===== src/rtl/i2c_master_host_regs.sv =====
// i2c_master_host_regs: host register bank, TX byte FIFO and RX capture path
// in front of the I2C master top. Single clock, synchronous active-high reset.
// Optional feature macro: I2C_HOST_RX_FIFO_EN selects an RX_DEPTH-entry RX FIFO
// instead of the default single holding register.
module i2c_master_host_regs #(
    parameter int TX_DEPTH = 8,
    parameter int RX_DEPTH = 8
) (
    input  logic       CLK,
    input  logic       RST,
    input  logic [2:0] bus_addr,
    input  logic       bus_wr,
    input  logic       bus_rd,
    input  logic [7:0] bus_wdata,
    output logic [7:0] bus_rdata,
    output logic       bus_rvalid,
    output logic [7:0] config_reg,
    output logic [7:0] mode_reg,
    output logic [9:0] slave_addr_reg,
    output logic [7:0] byte_cnt_reg,
    output logic [7:0] transmit_data,
    input  logic       tx_byte_taken,
    input  logic [7:0] received_data,
    input  logic       rx_byte_valid,
    input  logic [7:0] cmd_status_reg,
    input  logic       start_ack
);

    localparam int TXAW = $clog2(TX_DEPTH);
    localparam int TXCW = TXAW + 1;

    localparam logic [2:0] A_CONFIG = 3'd0;
    localparam logic [2:0] A_MODE   = 3'd1;
    localparam logic [2:0] A_SADRL  = 3'd2;
    localparam logic [2:0] A_FLAGS  = 3'd3;
    localparam logic [2:0] A_BCNT   = 3'd4;
    localparam logic [2:0] A_TXDATA = 3'd5;
    localparam logic [2:0] A_RXDATA = 3'd6;
    localparam logic [2:0] A_STATUS = 3'd7;

    // Both FIFOs rely on pointers wrapping naturally at a power-of-2 depth.
    if ((TX_DEPTH < 2) || ((TX_DEPTH & (TX_DEPTH - 1)) != 0) ||
        (RX_DEPTH < 2) || ((RX_DEPTH & (RX_DEPTH - 1)) != 0)) begin : g_bad_depth
        $error("TX_DEPTH and RX_DEPTH must be powers of 2 and >= 2");
    end

    // Register bank state
    logic [7:0] cfg_q, cfg_d;
    logic [7:0] mode_q, mode_d;
    logic [9:0] sadr_q, sadr_d;
    logic [7:0] bcnt_q, bcnt_d;
    logic [7:0] rdata_q, rdata_d;
    logic       rvalid_q, rvalid_d;
    logic       rx_ovf_q, rx_ovf_d;
    logic       tx_ovf_q, tx_ovf_d;
    logic       tx_unf_q, tx_unf_d;

    // TX FIFO state
    logic [TX_DEPTH-1:0][7:0] tx_mem_q, tx_mem_d;
    logic [TXAW-1:0]          tx_rd_q, tx_rd_d, tx_wr_q, tx_wr_d;
    logic [TXCW-1:0]          tx_cnt_q, tx_cnt_d;

`ifdef I2C_HOST_RX_FIFO_EN
    localparam int RXAW = $clog2(RX_DEPTH);
    localparam int RXCW = RXAW + 1;
    logic [RX_DEPTH-1:0][7:0] rx_mem_q, rx_mem_d;
    logic [RXAW-1:0]          rx_rd_q, rx_rd_d, rx_wr_q, rx_wr_d;
    logic [RXCW-1:0]          rx_cnt_q, rx_cnt_d;
    logic                     rx_push, rx_pop;
`else
    logic [7:0] rx_byte_q, rx_byte_d;
    logic       rx_vld_q, rx_vld_d;
`endif

    logic       wr_en, rd_en;
    logic       tx_full, tx_empty, tx_push_req, tx_push, tx_pop;
    logic [7:0] tx_head;
    logic       rx_full, rx_empty, rx_pop_req;
    logic [7:0] rx_head;

    assign wr_en       = bus_wr;
    assign rd_en       = bus_rd && !bus_wr;   // a coincident write suppresses the read
    assign tx_full     = (tx_cnt_q == TXCW'(TX_DEPTH));
    assign tx_empty    = (tx_cnt_q == '0);
    assign tx_head     = tx_empty ? 8'h00 : tx_mem_q[tx_rd_q];
    assign tx_push_req = wr_en && (bus_addr == A_TXDATA);
    // A full FIFO still accepts a push when a pop frees a slot in the same cycle.
    assign tx_push     = tx_push_req && (!tx_full || tx_byte_taken);
    assign tx_pop      = tx_byte_taken && !tx_empty;
    assign rx_pop_req  = rd_en && (bus_addr == A_RXDATA);

`ifdef I2C_HOST_RX_FIFO_EN
    assign rx_full  = (rx_cnt_q == RXCW'(RX_DEPTH));
    assign rx_empty = (rx_cnt_q == '0);
    assign rx_head  = rx_empty ? 8'h00 : rx_mem_q[rx_rd_q];
    assign rx_push  = rx_byte_valid && (!rx_full || rx_pop_req);
    assign rx_pop   = rx_pop_req && !rx_empty;
`else
    assign rx_full  = rx_vld_q;
    assign rx_empty = !rx_vld_q;
    assign rx_head  = rx_byte_q;
`endif

    assign config_reg     = cfg_q;
    assign mode_reg       = mode_q;
    assign slave_addr_reg = sadr_q;
    assign byte_cnt_reg   = bcnt_q;
    assign transmit_data  = tx_head;
    assign bus_rdata      = rdata_q;
    assign bus_rvalid     = rvalid_q;

    // Next-state: register writes, hardware clears, FIFO bookkeeping, read mux
    always_comb begin
        cfg_d    = cfg_q;
        mode_d   = mode_q;
        sadr_d   = sadr_q;
        bcnt_d   = bcnt_q;
        rdata_d  = rdata_q;
        rvalid_d = 1'b0;
        rx_ovf_d = rx_ovf_q;
        tx_ovf_d = tx_ovf_q;
        tx_unf_d = tx_unf_q;
        tx_mem_d = tx_mem_q;
        tx_rd_d  = tx_rd_q;
        tx_wr_d  = tx_wr_q;
        tx_cnt_d = tx_cnt_q;
`ifdef I2C_HOST_RX_FIFO_EN
        rx_mem_d = rx_mem_q;
        rx_rd_d  = rx_rd_q;
        rx_wr_d  = rx_wr_q;
        rx_cnt_d = rx_cnt_q;
`else
        rx_byte_d = rx_byte_q;
        rx_vld_d  = rx_vld_q;
`endif

        // INT_CLR is a one-cycle pulse; START drops after the master acks it.
        if (cfg_q[1]) cfg_d[1] = 1'b0;
        if (start_ack) cfg_d[0] = 1'b0;

        // Sticky flag clears come first so a same-cycle event still sets the flag.
        if (wr_en) begin
            case (bus_addr)
                A_CONFIG: cfg_d  = {2'b00, bus_wdata[5:0]};
                A_MODE:   mode_d = bus_wdata;
                A_SADRL:  sadr_d[7:0] = bus_wdata;
                A_FLAGS: begin
                    sadr_d[9:8] = bus_wdata[1:0];
                    if (bus_wdata[7]) rx_ovf_d = 1'b0;
                    if (bus_wdata[6]) tx_ovf_d = 1'b0;
                    if (bus_wdata[5]) tx_unf_d = 1'b0;
                end
                A_BCNT:   bcnt_d = bus_wdata;
                default: ;
            endcase
        end

        // TX FIFO
        if (tx_push_req && tx_full && !tx_byte_taken) tx_ovf_d = 1'b1;
        if (tx_byte_taken && tx_empty) tx_unf_d = 1'b1;
        if (tx_push) begin
            tx_mem_d[tx_wr_q] = bus_wdata;
            tx_wr_d = tx_wr_q + 1'b1;
        end
        if (tx_pop) tx_rd_d = tx_rd_q + 1'b1;
        tx_cnt_d = tx_cnt_q + TXCW'(tx_push) - TXCW'(tx_pop);

        // RX path
`ifdef I2C_HOST_RX_FIFO_EN
        if (rx_byte_valid && rx_full && !rx_pop_req) rx_ovf_d = 1'b1;
        if (rx_push) begin
            rx_mem_d[rx_wr_q] = received_data;
            rx_wr_d = rx_wr_q + 1'b1;
        end
        if (rx_pop) rx_rd_d = rx_rd_q + 1'b1;
        rx_cnt_d = rx_cnt_q + RXCW'(rx_push) - RXCW'(rx_pop);
`else
        if (rx_pop_req) rx_vld_d = 1'b0;
        if (rx_byte_valid) begin
            // Overwriting an unread byte loses data; a same-cycle read takes the old one.
            if (rx_vld_q && !rx_pop_req) rx_ovf_d = 1'b1;
            rx_byte_d = received_data;
            rx_vld_d  = 1'b1;
        end
`endif

        // Registered read port; rdata holds until the next read.
        if (rd_en) begin
            rvalid_d = 1'b1;
            case (bus_addr)
                A_CONFIG: rdata_d = cfg_q;
                A_MODE:   rdata_d = mode_q;
                A_SADRL:  rdata_d = sadr_q[7:0];
                A_FLAGS:  rdata_d = {rx_ovf_q, tx_ovf_q, tx_unf_q, rx_empty,
                                     rx_full, tx_empty, sadr_q[9:8]};
                A_BCNT:   rdata_d = bcnt_q;
                A_TXDATA: rdata_d = tx_head;
                A_RXDATA: rdata_d = rx_head;
                A_STATUS: rdata_d = cmd_status_reg;
                default:  rdata_d = 8'h00;
            endcase
        end
    end

    // State registers; reset empties both FIFOs and clears every flag
    always_ff @(posedge CLK) begin
        if (RST) begin
            cfg_q    <= '0;
            mode_q   <= '0;
            sadr_q   <= '0;
            bcnt_q   <= '0;
            rdata_q  <= '0;
            rvalid_q <= 1'b0;
            rx_ovf_q <= 1'b0;
            tx_ovf_q <= 1'b0;
            tx_unf_q <= 1'b0;
            tx_mem_q <= '0;
            tx_rd_q  <= '0;
            tx_wr_q  <= '0;
            tx_cnt_q <= '0;
`ifdef I2C_HOST_RX_FIFO_EN
            rx_mem_q <= '0;
            rx_rd_q  <= '0;
            rx_wr_q  <= '0;
            rx_cnt_q <= '0;
`else
            rx_byte_q <= '0;
            rx_vld_q  <= 1'b0;
`endif
        end else begin
            cfg_q    <= cfg_d;
            mode_q   <= mode_d;
            sadr_q   <= sadr_d;
            bcnt_q   <= bcnt_d;
            rdata_q  <= rdata_d;
            rvalid_q <= rvalid_d;
            rx_ovf_q <= rx_ovf_d;
            tx_ovf_q <= tx_ovf_d;
            tx_unf_q <= tx_unf_d;
            tx_mem_q <= tx_mem_d;
            tx_rd_q  <= tx_rd_d;
            tx_wr_q  <= tx_wr_d;
            tx_cnt_q <= tx_cnt_d;
`ifdef I2C_HOST_RX_FIFO_EN
            rx_mem_q <= rx_mem_d;
            rx_rd_q  <= rx_rd_d;
            rx_wr_q  <= rx_wr_d;
            rx_cnt_q <= rx_cnt_d;
`else
            rx_byte_q <= rx_byte_d;
            rx_vld_q  <= rx_vld_d;
`endif
        end
    end

endmodule

===== config.mk =====
export PLATFORM = sky130hd
export DESIGN_NAME = i2c_master_host_regs
export DESIGN_NICKNAME = d
export VERILOG_FILES = /design/src/rtl/i2c_master_host_regs.sv
export SDC_FILE = /design/constraint.sdc
export NUM_CORES = 1
export LEC_CHECK = 0
export ABC_AREA = 1
export CAP_MARGIN = 5
export CORE_MARGIN = 3
export CORE_UTILIZATION = 45
export CTS_CLUSTER_SIZE = 24
export DETAILED_ROUTE_END_ITERATION = 8
export DONT_BUFFER_PORTS = 1
export GPL_ROUTABILITY_DRIVEN = 0
export MAX_ROUTING_LAYER = met4
export SYNTH_ARGS = -nofsm -noshare
export SYNTH_HDL_FRONTEND = slang
export SYNTH_SLANG_ARGS = --single-unit

===== constraint.sdc =====
create_clock -name CLK -period 2.3 [get_ports CLK]
set_input_delay 0.46 -clock CLK [delete_from_list [all_inputs] [get_ports CLK]]
set_output_delay 0.46 -clock CLK [all_outputs]
set_load 0.05 [all_outputs]

After elaboration in Yosys (flattened, before gate mapping)

Index checks and enable logic that the tools add are counted.
Widths: inputs -> output; s select.

Bitwise operators: 2
Equality and inequality tests: 8
Order comparisons: 3
Muxes and demuxes: 26
Reduce and logical (&&, ||, !) cells: 34
Add/subtract/negate cells: 4

Operator list:

| operator            | count |
|---|---|
| $bwmux 64           | 1 |
| $pmux 8 s8          | 1 |
| $bmux 8 s3          | 1 |
| $demux 8 s3         | 1 |
| $mux 8              | 3 |
| $mux 1              | 19 |
| $reduce_bool 2->1   | 7 |
| $eq 3x3->1 const B  | 4 |
| $logic_and 1x1->1   | 10 |
| $reduce_and 2->1    | 5 |
| $lt 3x4->1 const B  | 2 |
| $add 3x1->3 const B | 2 |
| $eq 3x2->1 const B  | 2 |
| $logic_not 1->1     | 6 |
| $reduce_and 3->1    | 2 |
| $add 4x1->4         | 1 |
| $eq 4x4->1 const B  | 1 |
| $logic_not 4->1     | 1 |
| $sub 4x1->4         | 1 |
| $eq 3x1->1 const B  | 1 |
| $ge 3x1->1 const B  | 1 |
| $logic_not 3->1     | 1 |
| $reduce_or 3->1     | 1 |
| $not 1->1           | 2 |
| $logic_or 1x1->1    | 1 |

Logic and storage cells: 102
Flip-flop bits (word level): 127

Depth between registers and ports, before layout

Word-level depth: 7
Depth in mapped cells: 14
Mapped depth without buffers: 13

Worst setup path before layout

No wires, ideal clock.

Kind: in2reg
From: input port bus_addr[0]
To: register tx_cnt_q[2]
Setup slack: 0.158 ns
Arrival: 2.015 ns
Stages on the path: 13
Cell sequence: buf_6 inv_4 nor2_2 nand2_2 nor2_4 nand2_4 ha_1 inv_1 ha_1 inv_1 fa_1 xor2_1 nor2_1

Cells in the longest elaborated chain, start to end: 5

Ends and longest elaborated chain:

| what                   | RTL line | text |
|---|---|---|
| start: declaration     | 11       | `input logic [2:0] bus_addr,` |
| $eq 3x3->1             | 86       | `assign tx_push_req = wr_en && (bus_addr == A_TXDATA);` |
| $logic_and 1x1->1      | 86       |  |
| $logic_and 1x1->1      | 88       | `assign tx_push = tx_push_req && (!tx_full \|\| tx_byte_taken);` |
| $add 4x1->4            | 166      | `tx_cnt_d = tx_cnt_q + TXCW'(tx_push) - TXCW'(tx_pop);` |
| $sub 4x1->4            | 166      |  |
| end signal: assignment | 243      | `tx_cnt_q <= tx_cnt_d;` |
| end: declaration       | 61       | `logic [TXCW-1:0] tx_cnt_q, tx_cnt_d;` |

Every way passes these cells.
A chain may end at the register's enable or synchronous reset.

Worst setup path in the final report

From: register tx_rd_q[0]
To: output port transmit_data[7]

Cells in the longest elaborated chain, start to end: 3

Ends and longest elaborated chain:

| what                         | RTL line | text |
|---|---|---|
| start: declaration           | 60       | `logic [TXAW-1:0] tx_rd_q, tx_rd_d, tx_wr_q, tx_wr_d;` |
| start signal: assignment     | 241      | `tx_rd_q <= tx_rd_d;` |
| $bmux 8 s3                   | 85       | `assign tx_head = tx_empty ? 8'h00 : tx_mem_q[tx_rd_q];` |
| $mux 8 (not written as such) | 85       |  |
| $mux 8                       | 85       |  |
| end: declaration             | 21       | `output logic [7:0] transmit_data,` |

Every way passes these cells. The select of a mux whose other input is x is not followed.

==> impl.org <==
** Die
- Core ar. :: 0.01351 mm2
- Number of top-level pins :: 85
- Vertical extent of the die :: 124.7 um
- Row Count :: 42
- From left edge to right edge, the die measures 124.7 um.
- Once the floorplan was initialized, standard cells occupied 46.92% of the core.
- The die covers 0.01554 mm2.

** Status
- The run finished with clean final reports.

** Synth
- The synthesized netlist occupies a cell area of 0.006337 mm2.
- Synthesis handed over a netlist of 857 instances.
- Sequential cell area fraction in the yosys report :: 40.12%
- After synthesis, the share of flip-flops with an asynchronous set or reset is 0%.
- Average size of a mapped cell :: 7.395 um2
- Number of distinct library cell variants in the gate-level netlist after synthesis :: 37
- Number of enable-type register cells in the synthesized netlist :: 0
- Top flip-flop cell by instance count after synthesis :: sky130_fd_sc_hd__dfxtp_1
- The Yosys step of the flow raised 0 warnings.
- In this run, synthesis produced a sequential element count of 127.

** Critical path
- The critical path contains buffers and inverters numbering 3 combined.
- Data arrival time of the worst path :: 1740 ps
- Cell Chain, Critical Path :: inv_1 -> buf_4 -> nand2_1 -> nand3_1 -> nand3_1 -> and3_2 -> buf_12
- Worst Setup End Kind :: output pin
- CP Data Required Time :: 1840 ps
- The worst setup path is launched from a flip-flop.
- Among cell families on the critical path, the largest total delay comes from simple AND/OR/NAND/NOR gates.
- Of all nets on the critical path, the largest fanout is 19.
- Cell with the largest stage delay on the worst path :: sky130_fd_sc_hd__dfxtp_2
- The critical path in this run is classified as flip-flop to output pin.
- Highest cell delay on the worst timing path :: 330 ps
- For flop-to-flop paths, the worst setup slack is 290 ps.
- Top cell by count, worst path :: sky130_fd_sc_hd__nand3_1

** GRT
- Entering global routing, the biggest net connects 128 pins.
- Global routing used 29.44% of the available met1 tracks.
- Routing layer with the top usage in global route :: met2
- Antenna violations before repair :: 0
- In the global route stage, met3 resource usage came out at 6.861%.
- Number of global-route vias before repair :: 5158
- Grt ovf :: 0
- Met2 usage in global routing :: 34.76%
- Total Routing Usage GR :: 22.90%
- The first global-routing pass estimated 27660 um of wire.

** Power
- Combinational group share of total power :: 25.5%
- Sequential Power Share :: 33.4%
- The internal portion of the total power is 5.024 mW.
- Share of total power in the clock network :: 41.1%
- The analysis attributes to net switching a power of 2.281 mW.
- Worst IR drop on VDD :: 0.0006293 V
- Static power due to leakage :: 2.990 nW
- PwrDens :: 1003 mW/mm2
- Switch share :: 31.22%

** Route
- The detail route stage leaves a number of antenna-violating nets equal to 0.
- In the final routed layout, each cell accounts on average for 16.77 um.
- After the first detailed-routing iteration, the DRC count stood at 715.
- After detailed routing, the number of vias per cell comes to 5.354.
- The pre-antenna-repair detailed-routing pass consisted of 5 iterations.
- For this block, the routed nets add up to 17530 um of wire.
- Post-route DRC violation count :: 0
- Detailed-route via count :: 5595

** Placement
- Detailed placement ended at an HPWL of 12250 um.
- The number of placed instances, taps included, is 1013.
- Post-DP Area :: 0.006608 mm2
- Port buffering added 0 buffers.

** Finish
- For this run, the share of the core covered by cells in the final layout is 53.95%.
- In the final design database the tool counted 899 nets.
- Max FFs per register :: 64
- The post-route netlist has 14.38% of its cells at a drive strength greater than 1.
- Final cell count without fillers :: 1045
- Diodes inserted :: 0
- Area growth from synthesis to layout :: 14.97%
- With fillers left out, the area of the finished cells amounts to 0.007286 mm2.

** Timing
- Sum Neg Setup Slack :: 0 ps
- In this run the tightest slew margin relative to its limit is 59.36%.
- The number of pins exceeding their max-slew limit in the final report was 0.
- Layout Skew :: 9.510 ps
- The final critical path takes up 95.57% of the cycle.
- Setup violations remaining at the end of the flow were counted as 0.
- Hold timing on the final database bottoms out at a slack of 109.0 ps.
- For this run, the top clock speed supported by timing is 455.0 MHz.
- Final Hold Vio Count :: 0
- Unrepaired setup endpoints after global routing :: false
- Time the final worst path needs with I/O delays and setup :: 2198 ps
- At the pin with the least slew margin, the transition time is 608.7 ps.

** CTS
- Post-CTS Setup Bufs :: 0
- TritonCTS built the clock tree.
- CTS Hold Buffers Added :: 0
- For this design, the sink count on the clock tree is 127.
- Clock Root Buffer :: sky130_fd_sc_hd__clkbuf_16
- Clock transition at path regs :: 60 ps
- For the worst-skew pair, the clock arrives at the later sink with an insertion delay of 420 ps.
- Htree depth :: 4
- TritonCTS Buffers :: 17
- The number of gates resized after CTS was 1.
- Number of buffers on the longest clock path :: 2

** Job
- Across the run, the number of max-cap violations was 0.

** Worst hold path
- In this run the worst hold path is classified as input pin to flip-flop.
placed cells by master (no fill, tap or decap), types with 4 or more instances in the layout:
cell	n
sky130_fd_sc_hd__a211oi_1	15
sky130_fd_sc_hd__inv_1	110
sky130_fd_sc_hd__o21bai_1	27
sky130_fd_sc_hd__a211oi_2	29
sky130_fd_sc_hd__dfxtp_1	125
sky130_fd_sc_hd__nor3_1	7
sky130_fd_sc_hd__a21oi_1	79
sky130_fd_sc_hd__o21bai_2	5
sky130_fd_sc_hd__and3_1	5
sky130_fd_sc_hd__nand2_1	195
sky130_fd_sc_hd__buf_12	8
sky130_fd_sc_hd__nand2_4	4
sky130_fd_sc_hd__nand3_1	72
sky130_fd_sc_hd__buf_4	23
sky130_fd_sc_hd__nor2_1	67
sky130_fd_sc_hd__nand4_1	9
sky130_fd_sc_hd__o21ai_0	16
sky130_fd_sc_hd__ha_1	8
sky130_fd_sc_hd__bufinv_16	5
sky130_fd_sc_hd__clkbuf_16	17
area by class of cell:
cell class / instances / area (um2)
Clock buffer: 19 / 452.9
Clock inverter: 13 / 210.2
Fill cell: 1249 / 6220
Inverter: 115 / 434.2
Multi-Input combinational cell: 564 / 3090
Sequential cell: 127 / 2545
Tap cell: 176 / 220.2
Timing Repair Buffer: 31 / 332.8
power groups by stage:
stage | sequential (mW) | clock, mW | combinational, mW
floorplan | 2.46 | 0 | 1.22
global placement | 2.48 | 0 | 1.79
detailed placement | 2.48 | 0 | 1.84
CTS | 2.44 | 3.03 | 1.84
global route | 2.45 | 3.14 | 2.05
finish | 2.44 | 3.00 | 1.86
metal layers:
| layer | vias up | wire, um |
|---|---|---|
| met4 | 0 | 318 |
| li1 | 2781 | - |
| met2 | 195 | 8156 |
| met1 | 2587 | 7793 |
| met3 | 32 | 1256 |
| met5 | - | 0 |
cell families (layout without fill, tap and decap cells):
kind of cell | after synthesis | after routing | share of synthesized area [%]
buffers and inverters | 167 | 178 | 11.37
AO/OA/AOI/OAI | 171 | 171 | 19.01
flip-flops | 127 | 127 | 40.12
XOR/XNOR | 1 | 1 | 0.1382
other | 1 | 2 | 0.05917
AND/OR/NAND/NOR | 381 | 381 | 27.40
adder cells (fa/ha/maj) | 9 | 9 | 1.895
metrics by stage:
step | setup slack [ps] | power [mW]
4_1_cts | 29.56 | 7.307
3_3_place_gp | 289.4 | 4.271
5_1_grt | 15.70 | 7.640
3_5_place_dp | 236.1 | 4.318
2_1_floorplan | 157.9 | 3.679
6_report | 102.0 | 7.305
Yosys cell counts, types with 3 or more instances:
cell / number / share of area, %
sky130_fd_sc_hd__buf_2: 3 / 0.24
sky130_fd_sc_hd__clkbuf_1: 31 / 1.8
sky130_fd_sc_hd__a211oi_2: 28 / 5.5
sky130_fd_sc_hd__o21bai_2: 5 / 0.89
sky130_fd_sc_hd__nor2_2: 3 / 0.30
sky130_fd_sc_hd__and3_1: 8 / 0.79
sky130_fd_sc_hd__ha_1: 8 / 1.6
sky130_fd_sc_hd__buf_1: 3 / 0.18
sky130_fd_sc_hd__buf_4: 5 / 0.59
sky130_fd_sc_hd__nor3_1: 7 / 0.55
sky130_fd_sc_hd__a21oi_1: 79 / 6.2
sky130_fd_sc_hd__buf_6: 9 / 1.6
sky130_fd_sc_hd__nand2_4: 4 / 0.71
sky130_fd_sc_hd__nand4_1: 9 / 0.89
sky130_fd_sc_hd__nor3b_1: 3 / 0.36
sky130_fd_sc_hd__o21ai_0: 16 / 1.3
sky130_fd_sc_hd__o21bai_1: 27 / 3.2
sky130_fd_sc_hd__nor3_2: 3 / 0.47
sky130_fd_sc_hd__dfxtp_1: 127 / 40
sky130_fd_sc_hd__nand3_1: 72 / 5.7
sky130_fd_sc_hd__a211oi_1: 16 / 1.9
sky130_fd_sc_hd__inv_1: 110 / 6.5
sky130_fd_sc_hd__nor2_1: 67 / 4.0
sky130_fd_sc_hd__nand2_1: 195 / 12
final timing paths:
| kind | depth (start not counted) | endpoint | start |
|---|---|---|---|
| setup / recovery | 7 | transmit_data[7] | tx_rd_q[0] |
| hold / removal | 1 | slave_addr_reg[5] | RST |
| setup reg to reg | 12 | tx_cnt_q[2] | tx_cnt_q[2] |
| hold reg to reg | 2 | tx_mem_q[22] | tx_mem_q[22] |
Note: power is estimated with default switching activity, not from simulation.
==> RTL edit 1, RTL diff (config.mk and constraints unchanged) <==
`TX_DEPTH`: 8 -> 32.
--- a/src/rtl/i2c_master_host_regs.sv
+++ b/src/rtl/i2c_master_host_regs.sv
@@ -5,3 +5,3 @@
 module i2c_master_host_regs #(
-    parameter int TX_DEPTH = 8,
+    parameter int TX_DEPTH = 32,
     parameter int RX_DEPTH = 8
Function: same outputs for any inputs over 4 cycles, from zero or initial values and one cycle with RST high; that may be too few to reach the edited logic, so the function may still have changed.
==> RTL edit 1 against the original RTL <==
Sequential cell count up 198; the run now ends with setup timing left; total power increased by 120%; synthesized area up 140%; critical path type unchanged; setup slack worse by 0.44 ns; routed wire length rose to 2.9 times the old value; first-iteration DRC count up 110%; cell area rose to 2.6 times the old value; clock power is 95% higher; highest routed layer unchanged.
==> RTL edit 1: results (changes against the original RTL) <==
failing checks=setup timing; Placed Area=15990 um^2 (+140%); destination of the worst hold path=bus_rdata[1]; synth cell count leaders=nand2_1, dfxtp_1, a21oi_1, o21ai_0, inv_1; CTS resizes=171 (+170); WHS Path Cells=1 (unchanged); Final Power=0.01630 W (+120%); final wirelength=50090 um (+190%); CTS max path bufs=3 (+1); post-DP HPWL=30800 um (+150%); initial DRC count=1473 (+110%); crit path max fanout=10 (-9); switching part of the total=30.68% (-0.54 points); # setup viols final=9 (+9); static leakage=7.222 nW (+140%); total CTS buffers=37 (+20); setup ws final=-0.3349 ns (-0.4369 ns); Worst Max-Slew Pin Slew=0.6484 ns (+0.03970 ns); Fill cells=3049 (+140%); CTS H-tree lvls=2 (-2); R2R cell count=20 (+8); Reg2Reg Setup Slack=-0.22 ns (-0.51 ns); Seq/Total Area, Yosys=43.14% (+3.0 points); crit path to=transmit_data[1]; fin nets=2253 (+150%); first-pass GRT wire length=77470 um (+180%); post-CTS setup buffer count=34 (+34); status=complete, but fails checks; post-synthesis xor/xnor area fraction=0% (-0.14 points); Unique masters post-synth=41 (+11%); total track usage=27.91% (+5.0 points); WP data arrival=2.17 ns (+0.43 ns); layout cells sized above 1=18.39% (+4.0 points); Seq power=0.00592 W (+140%); compound-cell area share of the yosys netlist=20.75% (+1.7 points); first-pass iteration count of the detailed router=7 (+2); worst ir drop on vdd=0.0005951 V (-5.4%); Clock Latency Late Sink=0.53 ns (+0.11 ns); # hold bufs at CTS=1 (+1); worst hold slack=0.02511 ns (-0.08394 ns); clock skew=0.02634 ns (+0.01683 ns); adder-cell share of the synthesized area=1.294% (-0.60 points)
## RTL edit 1: changes by cell type after synthesis, moves of 18 or more
cell / change
a21oi_1: +224
nor2_1: +63
o21bai_1: -26
o21ai_0: +251
clkbuf_1: +59
buf_2: +30
dfxtp_1: +198
nand3_1: +144
nand2_1: +225
inv_1: +112
o211ai_1: +18
a211oi_2: -28
## RTL edit 1: area by class of cell
type                            instances  area share, %
Inverter                              233          4.853
Clock buffer                           61          6.306
Tap cell                              442          2.959
Clock inverter                          4         0.1272
Timing Repair Buffer                  152          9.586
Multi-Input combinational cell       1455          41.30
Sequential cell                       325          34.86
## RTL edit 1: per-stage QoR
step	setup TNS [ns]	instances	worst slack, ns	util [%]
after global placement	-0.01735	2555	-0.01735	48.76
after floorplan	0	2161	0.008153	-
after global routing	-3.293	2672	-0.3938	57.01
after detailed placement	-0.06861	2555	-0.06861	48.76
final	-2.787	2672	-0.3349	57.01
after CTS	-2.482	2665	-0.3206	55.85
## RTL edit 1: critical path: stages (launching register included)
cell     delay (ns)
dfxtp_4        0.38
buf_8          0.14
inv_16         0.07
buf_12         0.14
nand2_1        0.07
nand3_2        0.09
nand3_2        0.12
nand2_1        0.09
nor2_2         0.14
nand2_4        0.08
and3_4         0.18
buf_12         0.14
## RTL edit 1: routing by layer
| layer | part of all wire (%) | vias up | track usage [%] |
|---|---|---|---|
| met5 | 0 | - | - |
| met4 | 3.4 | 0 | 9.195 |
| met3 | 8.1 | 110 | 4.703 |
| met2 | 44 | 596 | 41.80 |
| met1 | 45 | 6906 | 38.52 |
| li1 | - | 7187 | - |
## RTL edit 1: cell families after synthesis
kind of cell	Yosys count
compound gates	609
buf+inv	381
simple gates	829
flops	325
other cells	1
fa+ha+maj	15
==> RTL edit 2, RTL diff (config.mk and constraints unchanged) <==
Without the edit above. Compare `tx_cnt_q` against `TXCW'(TX_DEPTH)` with >= in place of ==.
--- a/src/rtl/i2c_master_host_regs.sv
+++ b/src/rtl/i2c_master_host_regs.sv
@@ -82,3 +82,3 @@
     assign rd_en       = bus_rd && !bus_wr;   // a coincident write suppresses the read
-    assign tx_full     = (tx_cnt_q == TXCW'(TX_DEPTH));
+    assign tx_full     = (tx_cnt_q >= TXCW'(TX_DEPTH));
     assign tx_empty    = (tx_cnt_q == '0);
Function: same outputs for any inputs over 4 cycles, from zero or initial values and one cycle with RST high; that may be too few to reach the edited logic, so the function may still have changed.
==> RTL edit 2 against the original RTL <==
Clock skew is 0.0017 ns lower; sequential cell count unchanged; routed wire length is 3.8% higher; setup slack got worse by 0.034 ns; total power down 15%; global-route usage grew 2.5 points; cell area fell by 3.7%; synthesized area down 2.3%; register-to-register slack got worse by 0.13 ns; count of clock-buffer cells in the layout is 6 higher; combinational power decreased by 27%; die area is 2.2% lower; via count rose by 4.3%; largest cell class unchanged; largest power group unchanged.
==> RTL edit 2: results (changes against the original RTL) <==
status=finished, final reports clean; initial DRC count=689 (-3.6%); first-pass iteration count of the detailed router=8 (+3); Seq/Total Area, Yosys=41.06% (+0.94 points); synth cell count leaders=nand2_1, dfxtp_1, inv_1, a21oi_1, nand3_1; max_slew headroom=57.94% (-1.4 points); WL/cell=17.26 um (+2.9%); grt met3 use=8.097% (+1.2 points); layout cells sized above 1=9.806% (-4.6 points); Placed Area=6429 um^2 (-2.7%); M2 GR Usage=36.97% (+2.2 points); met2 wire len=8184 um (+0.34%); met3 wire len=1729 um (+38%); fin nets=908 (+1.0%); CP max stage cell=dfxtp_1; metal1 wirelength=7727 um (-0.85%); final wirelength=18190 um (+3.8%); initial antenna violation count=1 (+1); grt met1 use=33.00% (+3.6 points); Fill cells=1302 (+4.2%); DP Worst Slack=0.1802 ns (-0.05594 ns); total track usage=25.35% (+2.5 points); DR vias/cell=5.537 (+3.4%); crit path max fanout=17 (-2); WP data arrival=1.77 ns (+0.03 ns); slowest stage delay, CP=0.31 ns (-0.02 ns)
==> RTL edit 2: worst reg2reg max path, stage by stage (launching register included) <==
cell and delay [ns]:
dfxtp_1 0.31, inv_1 0.07, ha_1 0.21, nand3_1 0.09
nand2_1 0.07, nand2_1 0.10, nand2_4 0.05, ha_1 0.27
inv_1 0.04, ha_1 0.20, fa_1 0.39, xnor2_1 0.18
nor2_1 0.06
==> RTL edit 2: through the flow <==
| step | setup TNS (ns) | utilization, % |
|---|---|---|
| after floorplan | 0 | - |
| after global placement | 0 | 48.16 |
| after detailed placement | 0 | 48.16 |
| after CTS | 0 | 52.25 |
| after global routing | -0.02029 | 52.54 |
| final | 0 | 52.54 |
==> RTL edit 2: worst paths after layout <==
kind              slack, ns          from                to
setup / recovery       0.07   tx_cnt_q[2]  transmit_data[1]
hold / removal         0.12           RST        tx_wr_q[1]
setup reg to reg       0.16   tx_cnt_q[2]       tx_cnt_q[2]
hold reg to reg        0.45  tx_mem_q[19]      tx_mem_q[19]
==> RTL edit 2: cell type report <==
cell class,count,area share (%)
clock buffers,25,7.208
diodes,1,0.03568
repair buffers,26,4.442
multi-input cells,582,42.37
well taps,176,3.140
flip-flops and latches,127,36.31
clock inverters,6,0.4639
inverters,111,6.030
==> RTL edit 2: cell families (layout without fill, tap and decap cells) <==
kind of cell,after synthesis,in the layout,synth area share (%)
xor+xnor,1,1,0.1415
flops,127,127,41.06
fa+ha+maj,9,9,1.940
compound gates,180,180,17.18
buf+inv,168,168,11.34
other cells,1,3,0.06056
simple gates,390,390,28.29
==> RTL edit 2: power breakdown <==
group	leakage [nW]	switching, W	total [W]	internal, W
Sequential	1.03	0.000133	0.00243	0.00230
Combinational	1.51	0.000858	0.00136	0.000499
Clock	0.269	0.000943	0.00245	0.00150
Total	2.81	0.00193	0.00623	0.00430
